File: src/rtl/spi_tx_arbiter.sv
// spi_tx_arbiter
// Shares the transmit-load path of an SPI slave core between several on-chip
// requesters. A round-robin arbiter picks one pending requester, captures its
// word, strobes it into the SPI core and then follows the core's trdy
// handshake until the word has been shifted out. If the core stops answering,
// a sticky timeout flag is raised and the arbiter returns to idle.
//
// Ports
//   clk            system clock, all logic on the rising edge
//   rst            asynchronous reset, active high
//   enable         1 allows new transfers to start
//   req            req[i]=1 when requester i has a word pending
//   req_data       word of requester i at [i*W +: W]
//   gnt            one-hot, one-cycle pulse when requester i's word is captured
//   busy           1 while a transfer is in progress
//   tmo_err        sticky timeout flag
//   tmo_clr        one-cycle clear for tmo_err
//   spi_tx_load_en one-cycle load strobe to the SPI core
//   spi_tx_data    word presented to the SPI core
//   spi_trdy       SPI core transmit buffer empty / ready

module spi_tx_arbiter #(
  parameter int NREQ  = 4,
  parameter int W     = 8,
  parameter int TMO_W = 16,
  parameter int TMO   = 1000
) (
  input  logic              clk,
  input  logic              rst,
  input  logic              enable,
  input  logic [NREQ-1:0]   req,
  input  logic [NREQ*W-1:0] req_data,
  output logic [NREQ-1:0]   gnt,
  output logic              busy,
  output logic              tmo_err,
  input  logic              tmo_clr,
  output logic              spi_tx_load_en,
  output logic [W-1:0]      spi_tx_data,
  input  logic              spi_trdy
);

  localparam int IW = $clog2(NREQ);
  localparam logic [IW-1:0] LAST_IDX = IW'(NREQ - 1);
  // Last count value before a timeout fires; unused when TMO is 0.
  localparam logic [TMO_W-1:0] TMO_LAST = TMO_W'((TMO == 0) ? 0 : TMO - 1);
  localparam logic [NREQ-1:0] ONE_HOT0 = {{(NREQ-1){1'b0}}, 1'b1};

  typedef enum logic [1:0] {
    IDLE,
    LOAD,
    WAIT_LO,
    WAIT_HI
  } state_t;

  state_t            state_q;
  logic [IW-1:0]     rrPtr_q;
  logic [IW-1:0]     idx_q;
  logic [TMO_W-1:0]  tmoCnt_q;
  logic [NREQ-1:0]   gnt_q;
  logic              busy_q;
  logic              tmoErr_q;
  logic              load_q;
  logic [W-1:0]      data_q;

  logic              winFound_d;
  logic [IW-1:0]     winIdx_d;
  logic [W-1:0]      winData_d;
  logic              levelSeen_d;

  // Round-robin search: walk the request vector starting at rrPtr_q and
  // wrapping around; the first pending requester wins.
  always_comb begin
    int j;
    j          = 0;
    winFound_d = 1'b0;
    winIdx_d   = '0;
    winData_d  = '0;
    for (int k = 0; k < NREQ; k++) begin
      j = int'(rrPtr_q) + k;
      if (j >= NREQ) begin
        j = j - NREQ;
      end
      if (!winFound_d && req[j]) begin
        winFound_d = 1'b1;
        winIdx_d   = IW'(j);
        winData_d  = req_data[j*W +: W];
      end
    end
  end

  // The level each wait state is looking for: low means the core took the
  // word, high means the core has shifted it out and is ready again.
  always_comb begin
    levelSeen_d = 1'b0;
    if (state_q == WAIT_LO) begin
      levelSeen_d = !spi_trdy;
    end else if (state_q == WAIT_HI) begin
      levelSeen_d = spi_trdy;
    end
  end

  // Transfer FSM with all outputs registered. gnt and the load strobe are
  // raised on the capture edge so they are high exactly during LOAD.
  // tmo_clr is applied first so that a timeout on the same edge wins.
  always_ff @(posedge clk or posedge rst) begin
    if (rst) begin
      state_q  <= IDLE;
      rrPtr_q  <= '0;
      idx_q    <= '0;
      tmoCnt_q <= '0;
      gnt_q    <= '0;
      busy_q   <= 1'b0;
      tmoErr_q <= 1'b0;
      load_q   <= 1'b0;
      data_q   <= '0;
    end else begin
      gnt_q  <= '0;
      load_q <= 1'b0;
      if (tmo_clr) begin
        tmoErr_q <= 1'b0;
      end
      case (state_q)
        IDLE: begin
          if (enable && spi_trdy && winFound_d) begin
            idx_q   <= winIdx_d;
            data_q  <= winData_d;
            gnt_q   <= ONE_HOT0 << winIdx_d;
            load_q  <= 1'b1;
            busy_q  <= 1'b1;
            state_q <= LOAD;
          end
        end
        LOAD: begin
          rrPtr_q  <= (idx_q == LAST_IDX) ? '0 : idx_q + 1'b1;
          tmoCnt_q <= '0;
          state_q  <= WAIT_LO;
        end
        WAIT_LO, WAIT_HI: begin
          if (levelSeen_d) begin
            tmoCnt_q <= '0;
            if (state_q == WAIT_LO) begin
              state_q <= WAIT_HI;
            end else begin
              state_q <= IDLE;
              busy_q  <= 1'b0;
            end
          end else if (TMO != 0) begin
            // Counter stops at its last value: the timeout fires there.
            if (tmoCnt_q == TMO_LAST) begin
              tmoErr_q <= 1'b1;
              state_q  <= IDLE;
              busy_q   <= 1'b0;
            end else begin
              tmoCnt_q <= tmoCnt_q + 1'b1;
            end
          end
        end
        default: begin
          state_q <= IDLE;
          busy_q  <= 1'b0;
        end
      endcase
    end
  end

  assign gnt            = gnt_q;
  assign busy           = busy_q;
  assign tmo_err        = tmoErr_q;
  assign spi_tx_load_en = load_q;
  assign spi_tx_data    = data_q;

endmodule

File: config.mk
export PLATFORM = sky130hd
export DESIGN_NAME = spi_tx_arbiter
export DESIGN_NICKNAME = d
export VERILOG_FILES = /design/src/rtl/spi_tx_arbiter.sv
export SDC_FILE = /design/constraint.sdc
export NUM_CORES = 1
export LEC_CHECK = 0
export ABC_AREA = 1
export BUFFER_PORTS_ARGS = -buffer_cell sky130_fd_sc_hd__buf_2
export CORE_ASPECT_RATIO = 0.75
export CORE_UTILIZATION = 49
export DETAILED_ROUTE_END_ITERATION = 10
export PLACE_DENSITY = 0.71
export SYNTH_ARGS = -nofsm -noshare
export SYNTH_HDL_FRONTEND = slang
export SYNTH_SLANG_ARGS = --single-unit
File: constraint.sdc
create_clock -name clk -period 2.7 [get_ports clk]
set_input_delay 0.27 -clock clk [delete_from_list [all_inputs] [get_ports clk]]
set_output_delay 0.27 -clock clk [all_outputs]
set_load 0.05 [all_outputs]
; ---- Word level (Yosys, flattened, before mapping)
; Index checks and enable logic that the tools add are counted.
[word_totals]
in_bits = 41
elab_cells = 109
regBits = 37
output_inout_bits = 15
[classes]
n_mux = 52
n_shift = 5
addsub = 9
n_eq_ne = 9
magnitude_cmp = 8
reduce_logical = 17
[ops]
columns = operator, n
row1 = < comparator 32 x 4 -> 1 bit (second input constant), 4
row2 = two-way mux 32 bit, 4
row3 = indexed part select 32 x 32 -> 8 bit, 4
row4 = two-way mux 16 bit, 2
row5 = two-way mux 8 bit, 4
row6 = one-hot mux 16 bit (2 select lines), 1
row7 = two-way mux 1 bit, 24
row8 = two-way mux 2 bit, 9
row9 = adder 16 x 1 -> 16 bit (second input constant), 1
row10 = equality test 16 x 10 -> 1 bit (second input constant), 1
row11 = subtractor 3 x 3 -> 4 bit (second input constant), 3
row12 = greater-or-equal comparator 3 bit (second input constant), 3
row13 = inequality test 3 bit (second input constant), 3
row14 = binary-select mux 1 bit (select 2 bit), 4
row15 = two-way mux 4 bit, 2
row16 = adder 2 x 2 -> 3 bit (second input constant), 2
row17 = equality test 2 bit (second input constant), 3
row18 = one-hot mux 2 bit (3 select lines), 1
row19 = AND reduction 2 bit, 3
row20 = logical AND 1 bit, 5
row21 = logical NOT 1 bit, 4
row22 = AND reduction 4 bit, 1
row23 = nonzero test 2 bit, 2
row24 = left shift 1 x 2 -> 4 bit (first input constant), 1
row25 = other kinds (9), 9

; ---- Logic depth before layout (Yosys ltp)
[logic_depth]
ltp_word = 18
ltp_mapped = 16
mapped_depth_nobuf = 14

; ---- Worst setup path before layout
; No wires, ideal clock.
[synth_timing]
path_type = reg2reg
start = register rrPtr_q[0]
end = register gnt_q[0] (netlist: gnt[0])
t_required_ps = 2583
arrival_time_ps = 1989
synth_period_minus_slack_ps = 2106
path_stages_with_launch = 15
n_path_buf = 4
slack_ps = 594
setup_time_ps = 117
path_cell_list = dfrtp_1 buf_6 inv_6 buf_6 buf_6 ha_1 buf_2 nand3_2 nand2_2 nor2_2 a21boi_1 nand2_1 nor2_1 nand2_1 nor2_1
[synth_between]
elab_chain_cells = 18
word_cells_on_any_way = 45
classes_between = 7 x add/sub / 4 x order compare / 1 x shift / 26 x mux / 7 x reduce/logical
[synth_lines]
columns = element, line
row1 = start: declaration, 56  ; logic [IW-1:0] rrPtr_q;
row2 = start signal: assignment, 134  ; rrPtr_q <= (idx_q == LAST_IDX) ? '0 : idx_q + 1'b1;
row3 = "parallel branches: the longest is 16 deep, another holds subtractor 3 x 3 -> 4 bit", -
row4 = two-way mux 4 bit (*), 124  ; if (enable && spi_trdy && winFound_d) begin
row5 = two-way mux 4 bit (*), 122  ; case (state_q)
row6 = end signal: assignment, 127  ; gnt_q <= ONE_HOT0 << winIdx_d;
row7 = end: declaration, 59  ; logic [NREQ-1:0] gnt_q;
; Every way passes the cells marked *. The select of a mux whose other input is x is not followed.
; A chain may end at the register's enable or synchronous reset.

; ---- Final worst setup path
[layout_timing]
start = register rrPtr_q[0]
end = register idx_q[1]
[layout_between]
elab_chain_cells = 17
word_cells_on_any_way = 43
classes_between = 7 x add/sub / 4 x order compare / 24 x mux / 8 x reduce/logical
[layout_lines]
columns = element, line
row1 = "parallel branches: the longest is 17 deep, another holds subtractor 3 x 3 -> 4 bit", -
row2 = end signal: assignment, 125  ; idx_q <= winIdx_d;
row3 = end: declaration, 57  ; logic [IW-1:0] idx_q;
; Several ways; the timed one is not identified. The select of a mux whose other input is x is not followed.

==> results.py <==
metrics = {
    "power_and_ir_drop": {
        "comb_power_share_pct": 66.0,
        "sw_frac_of_total_pct": 54.3,
        "power_frac_seq_pct": 19.8,
        "power_density_nw_per_um2": 1150,
        "p_leak_nw": 1.89,
        "power.switching_mw": 2.20,
        "p_int_mw": 1.85,
        "vdd_drop_max_mv": 1.03,
        "p_clk_share_pct": 14.2,
    },
    "final_layout": {
        "fillers": 573,
        "multi_input_area_um2": 1840,
        "nets": 591,
        "antenna_cells": 0,
        "final_cell_area_um2": 3520,
        "area_growth_pct": 13.4,
        "ff_latch_area_um2": 926,
        "final_cells": 624,
        "drive_gt1_share_pct": 17.8,
    },
    "critical_path": {
        "r2r-start": "rrPtr_q[0]$_DFFE_PP0N_",
        "cp_top_family": "simple AND/OR/NAND/NOR gates",
        "worstPathArrival_ns": 2.37,
        "cp_common_cell": "nand2_1",
        "worstSetupEndpointType": "flip-flop",
        "worstPathRequired_ns": 2.88,
        "worstReg2RegEnd": "idx_q[1]$_DFFE_PP0P_",
        "critPathLaunchType": "flip-flop",
        "reg2reg_depth": 12,
        "regToRegSetupSlack_ns": 0.51,
        "critPathKind": "flip-flop to flip-flop",
        "max_stage_delay_ns": 0.42,
        "path_cells": "buf_4, nand2_1, nand2_1, nand2_1, nand2_2, inv_2, nand4_1, nand2_2, nor2_4, inv_2, nand2_1, nand2_1",
        "cp_max_fo": 37,
        "cp_num_buf_inv": 3,
        "slowest_stage": "dfrtp_1",
    },
    "floorplanning": {
        "num_io_pins": 56,
        "start_util_pct": 52.0,
        "die_y_um": 71.0,
        "rows": 24,
        "die_x_um": 93.9,
        "fp.coreArea_um2": 5980,
        "dieArea_um2": 6670,
    },
    "worst_hold_path": {
        "hp-class": "input port to asynchronous set/reset pin",
    },
    "synthesis": {
        "synth_warnings": 0,
        "synth_fa_ha_area_share_pct": 2.01,
        "ys_ff_latch": 37,
        "syn_nets": 543,
        "avgSynthCellArea_um2": 6.25,
        "synth-compound-area-share_pct": 14.4,
        "ys_types": 39,
        "ys_seq_area_share_pct": 29.8,
        "synthCells": 497,
        "synth-xor-area-share_pct": 1.41,
        "syn_area_um2": 3110,
        "synth_top_family_by_area": "simple AND/OR/NAND/NOR gates",
        "synthMuxAreaShare_pct": 0,
        "synth_simple_gate_area_share_pct": 41.3,
    },
    "routing": {
        "vias": 3277,
        "finalWirelength_um": 8020,
        "detail_route.first_pass.iterations": 5,
        "routedWlPerCell_um": 12.9,
        "postRouteAntennaNets": 0,
        "vias_per_cell": 5.25,
        "drc": 0,
        "initialDrtViolationCount": 245,
    },
    "placement": {
        "dp.cells": 616,
        "detailedPlacementHpwl_um": 6020,
        "gp_congestion": 0.884,
        "pre_cts_slack_ns": 0.520,
        "numPortBuffers": 55,
        "placed_cell_area_um2": 3390,
    },
    "cts": {
        "path_clk_slew_ns": 0.08,
        "cts_buffer_depth": 2,
        "ctsHoldBuffers": 0,
        "cts_tree": "done",
        "htree_levels": 2,
        "cts_root_buffer": "clkbuf_8",
        "cts_resized": 0,
        "clkSinkCount": 37,
        "post_cts_buffers": 0,
        "numCtsBuffers": 5,
        "clk_latency_ns": 0.30,
    },
    "sta": {
        "setup_violations": 0,
        "skew_ns": 0.00525,
        "slew_violations": 0,
        "fin_crit_sh_pct": 81.1,
        "rsz0062_at_grt": "no",
        "fin_setup_tns_ns": 0,
        "hold_viol_final": 0,
        "layout_setup_ws_ns": 0.510,
        "holdWs_ns": 0.0554,
        "finalCriticalPeriod_ns": 2.19,
        "max_freq_mhz": 457,
        "worst_pin_slew_ns": 0.550,
        "relSlewSlack_pct": 63.2,
    },
    "grt": {
        "overflow": 0,
        "grt_pass1_wl_um": 13800,
        "globalRouteTotalUtil_pct": 26.1,
        "grt_pass1_vias": 2902,
        "grt_max_degree": 41,
        "antenna_found_initial": 0,
    },
    "flow_run": {
        "cap_viol_max_count": 0,
    },
    "outcome": {
        "outcome": "complete, no violations",
    },
}
==> routing by layer <==
layer  vias to the layer above  share of wire [%]  global-route usage (%)
li1                       1696                  -                       -
met1                      1449                 52                    42.4
met2                       121                 39                    35.8
met3                        11                7.3                    3.98
met4                         0                1.3                    5.98
met5                         -                  0                       0
==> synth_stat cells <==
master,count,share of area [%]
or2_2,1,0.20
ha_1,5,2.0
inv_2,7,0.85
nor2_1,49,5.9
clkbuf_1,3,0.36
nand4_1,6,1.2
clkbuf_2,1,0.16
nor2_2,2,0.40
nor3_2,1,0.32
o21ai_1,26,4.2
nand3_2,2,0.64
nor3b_1,1,0.24
buf_6,6,2.2
nand3b_1,6,1.4
a21o_1,1,0.24
a21oi_1,2,0.32
nand2_1,173,21
a21boi_1,1,0.24
o22ai_1,2,0.40
xor2_1,5,1.4
nor3_1,8,1.3
o21ai_0,40,6.4
a22o_1,3,0.85
o31ai_1,2,0.48
buf_2,8,1.3
dfrtp_1,37,30
nand2_4,2,0.72
or2_4,1,0.28
o21bai_1,1,0.24
a22oi_1,3,0.72
buf_4,1,0.24
inv_6,1,0.28
buf_1,1,0.12
nor4_1,2,0.40
o21ai_2,1,0.28
nand3_1,30,4.8
nand2_2,7,1.4
nor2_4,3,1.1
inv_1,46,5.6
==> flip-flops by register name, indices dropped and copies added, names as in the netlist <==
register / cells
state_q: 2
gnt: 4
spi_tx_data: 8
tmo_err: 1
tmoCnt_q: 16
spi_tx_load_en: 1
busy: 1
idx_q: 2
rrPtr_q: 2
==> kinds of logic after synthesis <==
kind of cell / Yosys count
AND/OR/NAND/NOR: 294
AO/OA/AOI/OAI: 82
buffers and inverters: 74
flip-flops: 37
XOR/XNOR: 5
adder cells (fa/ha/maj): 5
==> worst reg2reg max path: cells and delay by family (launching register included) <==
kind | cells | cell delay, ns
buffers and inverters | 3 | 0.60
flip-flops | 1 | 0.42
AND/OR/NAND/NOR | 9 | 1.06
==> power groups by stage <==
stage                     registers, mW  clock network, mW  logic (mW)
final                             0.802              0.575        2.67
after CTS                         0.801              0.580        2.64
after detailed placement          0.808                  0        2.63
after floorplan                   0.980                  0        1.96
after global routing              0.817              0.606        3.01
after global placement            0.808                  0        2.59
==> cells in the final DEF, fill, tap and decap left out, types with 2 or more instances in the layout <==
cell | synthesis | routed
a21oi_1 | 2 | 2
a22o_1 | 3 | 3
a22oi_1 | 3 | 3
buf_2 | 8 | 55
buf_4 | 1 | 6
bufinv_16 | 0 | 2
clkbuf_8 | 0 | 5
dfrtp_1 | 37 | 37
ha_1 | 5 | 5
inv_1 | 46 | 46
inv_2 | 7 | 7
nand2_1 | 173 | 173
nand2_2 | 7 | 7
nand2_4 | 2 | 2
nand3_1 | 30 | 30
nand3_2 | 2 | 2
nand3b_1 | 6 | 6
nand4_1 | 6 | 6
nor2_1 | 49 | 49
nor2_2 | 2 | 2
nor2_4 | 3 | 3
nor3_1 | 8 | 8
nor4_1 | 2 | 2
o21ai_0 | 40 | 40
o21ai_1 | 26 | 26
o22ai_1 | 2 | 2
o31ai_1 | 2 | 2
xor2_1 | 5 | 5
==> how the worst max path moves through the flow <==
stage,from,end,slack (ns),cells after the start
after floorplan,rrPtr_q[0]$_DFFE_PP0N_,gnt[0]$_DFF_PP0_,0.59,14
after global placement,rrPtr_q[0]$_DFFE_PP0N_,gnt[1]$_DFF_PP0_,0.61,12
after detailed placement,rrPtr_q[0]$_DFFE_PP0N_,idx_q[1]$_DFFE_PP0P_,0.52,12
after CTS,rrPtr_q[0]$_DFFE_PP0N_,idx_q[1]$_DFFE_PP0P_,0.51,12
after global routing,rrPtr_q[0]$_DFFE_PP0N_,idx_q[1]$_DFFE_PP0P_,0.28,12
final,rrPtr_q[0]$_DFFE_PP0N_,idx_q[1]$_DFFE_PP0P_,0.51,12
==> final cells by class <==
cell class,instances,area share (%)
Multi-Input combinational cell,386,52.2
Tap cell,78,2.77
Sequential cell,37,26.3
Timing Repair Buffer,61,9.09
Clock buffer,5,1.95
Inverter,54,5.89
Clock inverter,3,1.85
==> metrics by stage <==
step	utilization (%)	power [mW]
2_1_floorplan	-	2.94
3_5_place_dp	56.7	3.44
6_report	59.0	4.05
4_1_cts	59.0	4.02
3_3_place_gp	56.7	3.40
5_1_grt	59.0	4.43
(Power assumes the default switching activity.)
